### src/rtl/fetch_pkg.sv
// Shared definitions for the IRAM fetch sequencer: FSM states, the default PC width,
// and the sizing of the IRAM latency counter.
package fetch_pkg;

  typedef enum logic [2:0] {
    IDLE  = 3'd0,
    REQ   = 3'd1,
    WAIT  = 3'd2,
    LOAD  = 3'd3,
    VALID = 3'd4
  } fetch_state_t;

  localparam int DEF_ADDR_W   = 8;
  localparam int DEF_IRAM_LAT = 1;
  localparam int LAT_CNT_W    = $clog2(DEF_IRAM_LAT + 1);

  // Width of a counter that can hold the IRAM latency value itself.
  function automatic int lat_cnt_w(input int lat);
    return $clog2(lat + 1);
  endfunction

endpackage

### src/rtl/fetch_pc.sv
// Program counter for the fetch sequencer: jump load, increment, and the
// top-of-space behaviour. With PC_HALT_ON_WRAP_EN defined, incrementing from the
// last address holds pc and sets a sticky halted flag; otherwise pc wraps to 0.
module fetch_pc
  import fetch_pkg::*;
#(
  parameter int                ADDR_W   = DEF_ADDR_W,
  parameter logic [ADDR_W-1:0] RESET_PC = '0
) (
  input  logic              clk,
  input  logic              rst_n,
  input  logic              adv,
  input  logic              jump_en,
  input  logic [ADDR_W-1:0] jump_addr,
  output logic [ADDR_W-1:0] pc,
  output logic              halted,
  output logic              halt_hit
);

`ifdef PC_HALT_ON_WRAP_EN
  // An increment at the last address is the only event that halts; a jump there is taken.
  always_comb begin
    halt_hit = adv && !jump_en && (&pc);
  end

  // Sticky halt flag, cleared only by reset.
  always_ff @(posedge clk or negedge rst_n) begin
    if (!rst_n)        halted <= 1'b0;
    else if (halt_hit) halted <= 1'b1;
  end
`else
  assign halt_hit = 1'b0;
  assign halted   = 1'b0;
`endif

  // PC update on an acknowledged instruction: jump, else increment unless halting.
  always_ff @(posedge clk or negedge rst_n) begin
    if (!rst_n) begin
      pc <= RESET_PC;
    end else if (adv) begin
      if (jump_en)        pc <= jump_addr;
      else if (!halt_hit) pc <= pc + 1'b1;
    end
  end

endmodule

### src/rtl/iram_fetch_ctrl.sv
// Fetch sequencer upstream of the MBRU. Addresses the IRAM from pc, waits out the
// IRAM read latency, pulses fetch for one cycle so the MBRU captures the data, then
// holds ins_valid until the decoder acknowledges. Build option: PC_HALT_ON_WRAP_EN.
//
//  state | meaning
//  IDLE  | not fetching; waits for run (ignored once halted)
//  REQ   | address presented, IRAM read enabled
//  WAIT  | remaining IRAM latency, IRAM_LAT-1 cycles
//  LOAD  | IRAM data valid; fetch strobe to MBRU
//  VALID | instruction held for the decoder until ins_ready
module iram_fetch_ctrl
  import fetch_pkg::*;
#(
  parameter int                ADDR_W   = DEF_ADDR_W,
  parameter int                IRAM_LAT = 1,
  parameter logic [ADDR_W-1:0] RESET_PC = '0
) (
  input  logic              clk,
  input  logic              rst_n,
  input  logic              run,
  input  logic              ins_ready,
  input  logic              jump_en,
  input  logic [ADDR_W-1:0] jump_addr,
  output logic              iram_en,
  output logic [ADDR_W-1:0] iram_addr,
  output logic              fetch,
  output logic              ins_valid,
  output logic [ADDR_W-1:0] pc,
  output logic              halted
);

  localparam int CNT_W     = lat_cnt_w(IRAM_LAT);
  localparam int WAIT_INIT = (IRAM_LAT >= 2) ? IRAM_LAT - 2 : 0;

  fetch_state_t     state, state_nxt;
  logic [CNT_W-1:0] lat_cnt;
  logic             adv;
  logic             halt_hit;

  fetch_pc #(
    .ADDR_W   (ADDR_W),
    .RESET_PC (RESET_PC)
  ) u_pc (
    .clk       (clk),
    .rst_n     (rst_n),
    .adv       (adv),
    .jump_en   (jump_en),
    .jump_addr (jump_addr),
    .pc        (pc),
    .halted    (halted),
    .halt_hit  (halt_hit)
  );

  assign iram_addr = pc;

  // State register.
  always_ff @(posedge clk or negedge rst_n) begin
    if (!rst_n) state <= IDLE;
    else        state <= state_nxt;
  end

  // Latency down-counter: loaded in REQ, WAIT ends when it reaches zero.
  always_ff @(posedge clk or negedge rst_n) begin
    if (!rst_n)                                lat_cnt <= '0;
    else if (state == REQ)                     lat_cnt <= CNT_W'(WAIT_INIT);
    else if (state == WAIT && lat_cnt != '0)   lat_cnt <= lat_cnt - 1'b1;
  end

  // Next state and strobes; outputs depend on state only so reset clears them at once.
  always_comb begin
    state_nxt = state;
    iram_en   = 1'b0;
    fetch     = 1'b0;
    ins_valid = 1'b0;
    adv       = 1'b0;
    case (state)
      IDLE: begin
        if (run && !halted) state_nxt = REQ;
      end
      REQ: begin
        iram_en   = 1'b1;
        state_nxt = (IRAM_LAT == 1) ? LOAD : WAIT;
      end
      WAIT: begin
        iram_en = 1'b1;
        if (lat_cnt == '0) state_nxt = LOAD;
      end
      LOAD: begin
        iram_en   = 1'b1;
        fetch     = 1'b1;
        state_nxt = VALID;
      end
      VALID: begin
        ins_valid = 1'b1;
        if (ins_ready) begin
          adv       = 1'b1;
          state_nxt = (run && !halt_hit) ? REQ : IDLE;
        end
      end
      default: state_nxt = IDLE;
    endcase
  end

endmodule

### config.mk
export PLATFORM = sky130hd
export DESIGN_NAME = iram_fetch_ctrl
export DESIGN_NICKNAME = d
export VERILOG_FILES = /design/src/rtl/fetch_pkg.sv /design/src/rtl/fetch_pc.sv /design/src/rtl/iram_fetch_ctrl.sv
export SDC_FILE = /design/constraint.sdc
export NUM_CORES = 1
export LEC_CHECK = 0
export ABC_AREA = 0
export CELL_PAD_IN_SITES_DETAIL_PLACEMENT = 0
export CELL_PAD_IN_SITES_GLOBAL_PLACEMENT = 1
export CORE_MARGIN = 2
export CORE_UTILIZATION = 29
export DETAILED_ROUTE_END_ITERATION = 12
export PLACE_DENSITY = 0.75
export SYNTH_ARGS = -nofsm -noshare
export SYNTH_HDL_FRONTEND = slang
export SYNTH_SLANG_ARGS = --single-unit
### constraint.sdc
create_clock -name clk -period 1.65 [get_ports clk]
set_input_delay 0.33 -clock clk [delete_from_list [all_inputs] [get_ports clk]]
set_output_delay 0.33 -clock clk [all_outputs]
set_load 0.1 [all_outputs]
; ---- Word-level counts from Yosys, hierarchy flattened
; Cells that the tools add are included.
[classes]
addsub = 2
eq_ne = 7
muxes = 13
reduce_logical = 5
[op_table]
columns = op, count
row1 = $pmux 3 s5, 1
row2 = $mux 3, 3
row3 = $add 8x1->8 const B, 1
row4 = $mux 1, 8
row5 = $mux 8, 1
row6 = $eq 3x2->1 const B, 2
row7 = $ne 2x2->1 const B, 3
row8 = $eq 3x1->1 const B, 1
row9 = $eq 3x3->1 const B, 1
row10 = $logic_not 3->1, 1
row11 = $reduce_and 3->1, 1
row12 = $reduce_or 3->1, 1
row13 = $reduce_bool 2->1, 1
row14 = $logic_and 1x1->1, 1
row15 = $sub 1x1->1 const B, 1
[totals]
reg_bits = 12
wordCells = 30

; ---- Longest topological paths before layout
[depth]
word_depth = 4
ltp_mapped = 5
ltp_nobuf = 5

; ---- Modules after synthesis
; Synthesis repeated with hierarchy kept, for this count alone.
[hier_totals]
cells_unflattened = 85
area_unflattened_um2 = 744.5
[modules_own_cells]
columns = mod, instances, cells_per_inst, area_each_um2, seq_area_each_um2
row1 = fetch_pc, 1, 56, 491.7, 200.2
row2 = iram_fetch_ctrl, 1, 29, 252.7, 100.1

; ---- Worst setup path after synthesis
; OpenSTA, ideal clock, no wires.
[synth_path]
path_kind = register to output
from = register state[1]
to = output fetch
t_arrival_ns = 2.771
setup_slack_ns = -1.451
stages_incl_launch_ff = 3
path_buffers = 0
path_cell_list = dfrtp_1 > inv_1 > nor3b_1
[synth_via]
elab_chain_cells = 2
[synth_lines]
columns = element, line_no
row1 = start: declaration, iram_fetch_ctrl.sv:35  ; fetch_state_t state, state_nxt;
row2 = start signal: assignment, iram_fetch_ctrl.sv:59  ; else state <= state_nxt;
row3 = $eq 3x2->1, iram_fetch_ctrl.sv:76  ; case (state)
row4 = $mux 1, iram_fetch_ctrl.sv:76
row5 = end: declaration, iram_fetch_ctrl.sv:26  ; output logic fetch,
; Every way passes these cells.

; ---- Final worst setup path
; Ends and elaborated chain as after synthesis.

==> impl_metrics.csv <==
group,metric,value,unit
synthesis,yosysTopAreaCell,"dfrtp_1",
route,drt_iter0_drc,10,
worst_setup_path,path_buf_inv,2,
clock_tree,cts-resized-gates,0,
timing,rsz0062_at_grt,"no",
flow_run,cap_violations,0,
route,drt-total-wl,1820,µm
global_routing,grt_pass1_wl,2900,µm
timing,slew_headroom,63.4,%
timing,finalCritPeriodShare,96.6,%
synthesis,synth_nets,99,
synthesis,synth_top_flop_cell,"dfrtp_1",
global_routing,grt_overflow,0,
worst_setup_path,path_depth,3,
clock_tree,ctsHoldBuffers,0,
clock_tree,clock_latency,0.27,ns
clock_tree,cts.sinks,12,
route,drc,0,
route,drtPass1Iterations,4,
synthesis,synth_top_cell_area_share,39.6,%
route,vias_per_cell,4.77,
synthesis,ys_top_cells_by_count,"dfrtp_1 (12), nor2_1 (10), buf_4 (9)",
die,ios,33,
synthesis,ys_async_sr_fraction,100,%
timing,finClkSkew,0.0112,ns
worst_setup_path,cpLargestDelayFamily,"flip-flops",
global_routing,grt_pass1_vias,664,
die,rows,18,
clock_tree,cts_buffers,3,
finish,fillers,228,
worst_setup_path,cpMaxStageDelayCell,"dfrtp_2",
worst_setup_path,critPathCaptureType,"primary output",
timing,worstMarginPinSlew,0.547,ns
synthesis,avgSynthCellArea,8.92,µm²
timing,finalCriticalPeriod,1.59,ns
route,antenna_left,0,
timing,slew_viol_final,0,
die,die_h,55.1,µm
die,start_util,30.6,%
clock_tree,cts_tree,"done",
clock_tree,cts_buffer_depth,2,
worst_setup_path,path_max_fanout,4,
global_routing,grt_antenna_before_repair,0,
clock_tree,cts_htree_levels,1,
worst_setup_path,cp.arrival,1.26,ns
synthesis,synth-seq-cells,12,
synthesis,synthTopCellsByArea,"dfrtp_1 (40%), buf_4 (8.9%), nor2_1 (5.0%), a21oi_1 (4.0%), nor3b_2 (3.3%)",
clock_tree,path_clk_slew,0.09,ns
finish,drive_gt1_share,44.0,%
finish,insertedDiodeCount,0,
worst_setup_path,cp-start-kind,"register",
worst_setup_path,slowest_delay,0.42,ns
die,fp.coreArea,2480,µm²
route,wl_per_cell,12.4,µm
finish,final_nets,131,
place,gp_congestion,0.817,
die,dieArea,3040,µm²
synthesis,synth_area,758,µm²
route,vias,696,
run_status,status,"finished, final reports clean",
timing,setup_viol,0,
synthesis,synth_edf_count,0,
clock_tree,clockRootBuffer,"clkbuf_4",
synthesis,synth.most_common_cell,"dfrtp_1",
min_path,hold_path_class,"input pin to async pin",
synthesis,yosysSeqAreaShare,39.6,%
synthesis,syn_inst,85,
die,dieWidth,55.1,µm
timing,max_freq,0.627,GHz
worst_setup_path,required,1.32,ns
worst_setup_path,worstPathCellList,"inv_1 > nor3b_4 > buf_12",
synthesis,ys_warn_count,0,
finish,syn_to_final_growth,77.4,%
global_routing,grt_start_max_net_pins,13,
synthesis,synth.distinct_cells,31,
worst_setup_path,rr_worst_depth,5,
finish,finish.utilization,54.3,%
place,port_buffers,31,
place,dp_hpwl,1420,µm
timing,finalHoldViolCount,0,
global_routing,grt_usage,13.6,%
worst_setup_path,crit_type,"register to primary output",
worst paths after layout:
kind	start	to	slack [ns]
max	state[1]	fetch	0.06
min	rst_n	u_pc.pc[4]	0.40
max reg2reg	u_pc.pc[0]	u_pc.pc[6]	0.11
min reg2reg	lat_cnt	lat_cnt	0.52
max in group asynchronous	rst_n	u_pc.pc[1]	0.84
min in group clk	lat_cnt	lat_cnt	0.52
what timing repair did:
action / CTS / global route
buffers inserted: 1 / 1
setup endpoints to repair: 1 / 1
hold endpoints to repair: 0 / 0
layout make-up:
class | instances | area, µm² | share of cell area [%]
clock buffers | 4 | 26.3 | 1.95
repair buffers | 39 | 561 | 41.7
inverters | 3 | 11.3 | 0.837
well taps | 30 | 37.5 | 2.79
flip-flops and latches | 12 | 319 | 23.7
multi-input cells | 58 | 390 | 29.0
kinds of logic after synthesis:
kind of cell	after synthesis	synth area share (%)
compound gates	21	17.2
fa+ha+maj	1	1.65
mux	2	2.64
flops	12	39.6
xor+xnor	1	1.16
buf+inv	15	13.2
simple gates	32	24.1
other cells	1	0.495
routing by layer:
metal / GRT usage, % / share of wire (%) / wire (µm)
met5: 0 / 0 / 0
met3: 2.96 / 6.8 / 123
met2: 21.8 / 49 / 886
met4: 6.10 / 0 / 0
met1: 17.3 / 44 / 807
registers in the layout, indices dropped and copies added (netlist names):
| signal | flops |
|---|---|
| u_pc.pc | 8 |
| lat_cnt | 1 |
| state | 3 |
worst reg2reg max path, cell delays in order, from the launching register on:
cell	delay [ns]
dfrtp_4	0.48
ha_2	0.20
and3_1	0.20
and3_1	0.21
o32ai_2	0.23
nor3b_2	0.08
metrics by stage:
step / area [µm²] / TNS (ns) / instances / setup WS (ns) / hold slack [ns]
after global routing: 1350 / 0 / 146 / 0.00278 / 0.467
after global placement: 1300 / 0 / 140 / 0.0555 / 0.502
after detailed placement: 1300 / 0 / 140 / 0.0289 / 0.514
after CTS: 1340 / 0 / 145 / 0.0335 / 0.422
after floorplan: 810 / -0.383 / 85 / -0.178 / 0.0344
final: 1350 / 0 / 146 / 0.0558 / 0.403
cells in the final DEF (no fill, tap or decap), types with 3 or more instances in the layout:
| master | n |
|---|---|
| a21oi_1 | 6 |
| nand2_1 | 5 |
| clkbuf_4 | 3 |
| clkdlybuf4s50_1 | 12 |
| dfrtp_2 | 9 |
| nor2_1 | 9 |
| buf_12 | 19 |
| buf_4 | 8 |
| inv_1 | 3 |
| o21ai_1 | 6 |
Power is not shown: default switching activity piles up to over one toggle a cycle in this logic, so the estimate is an artifact.
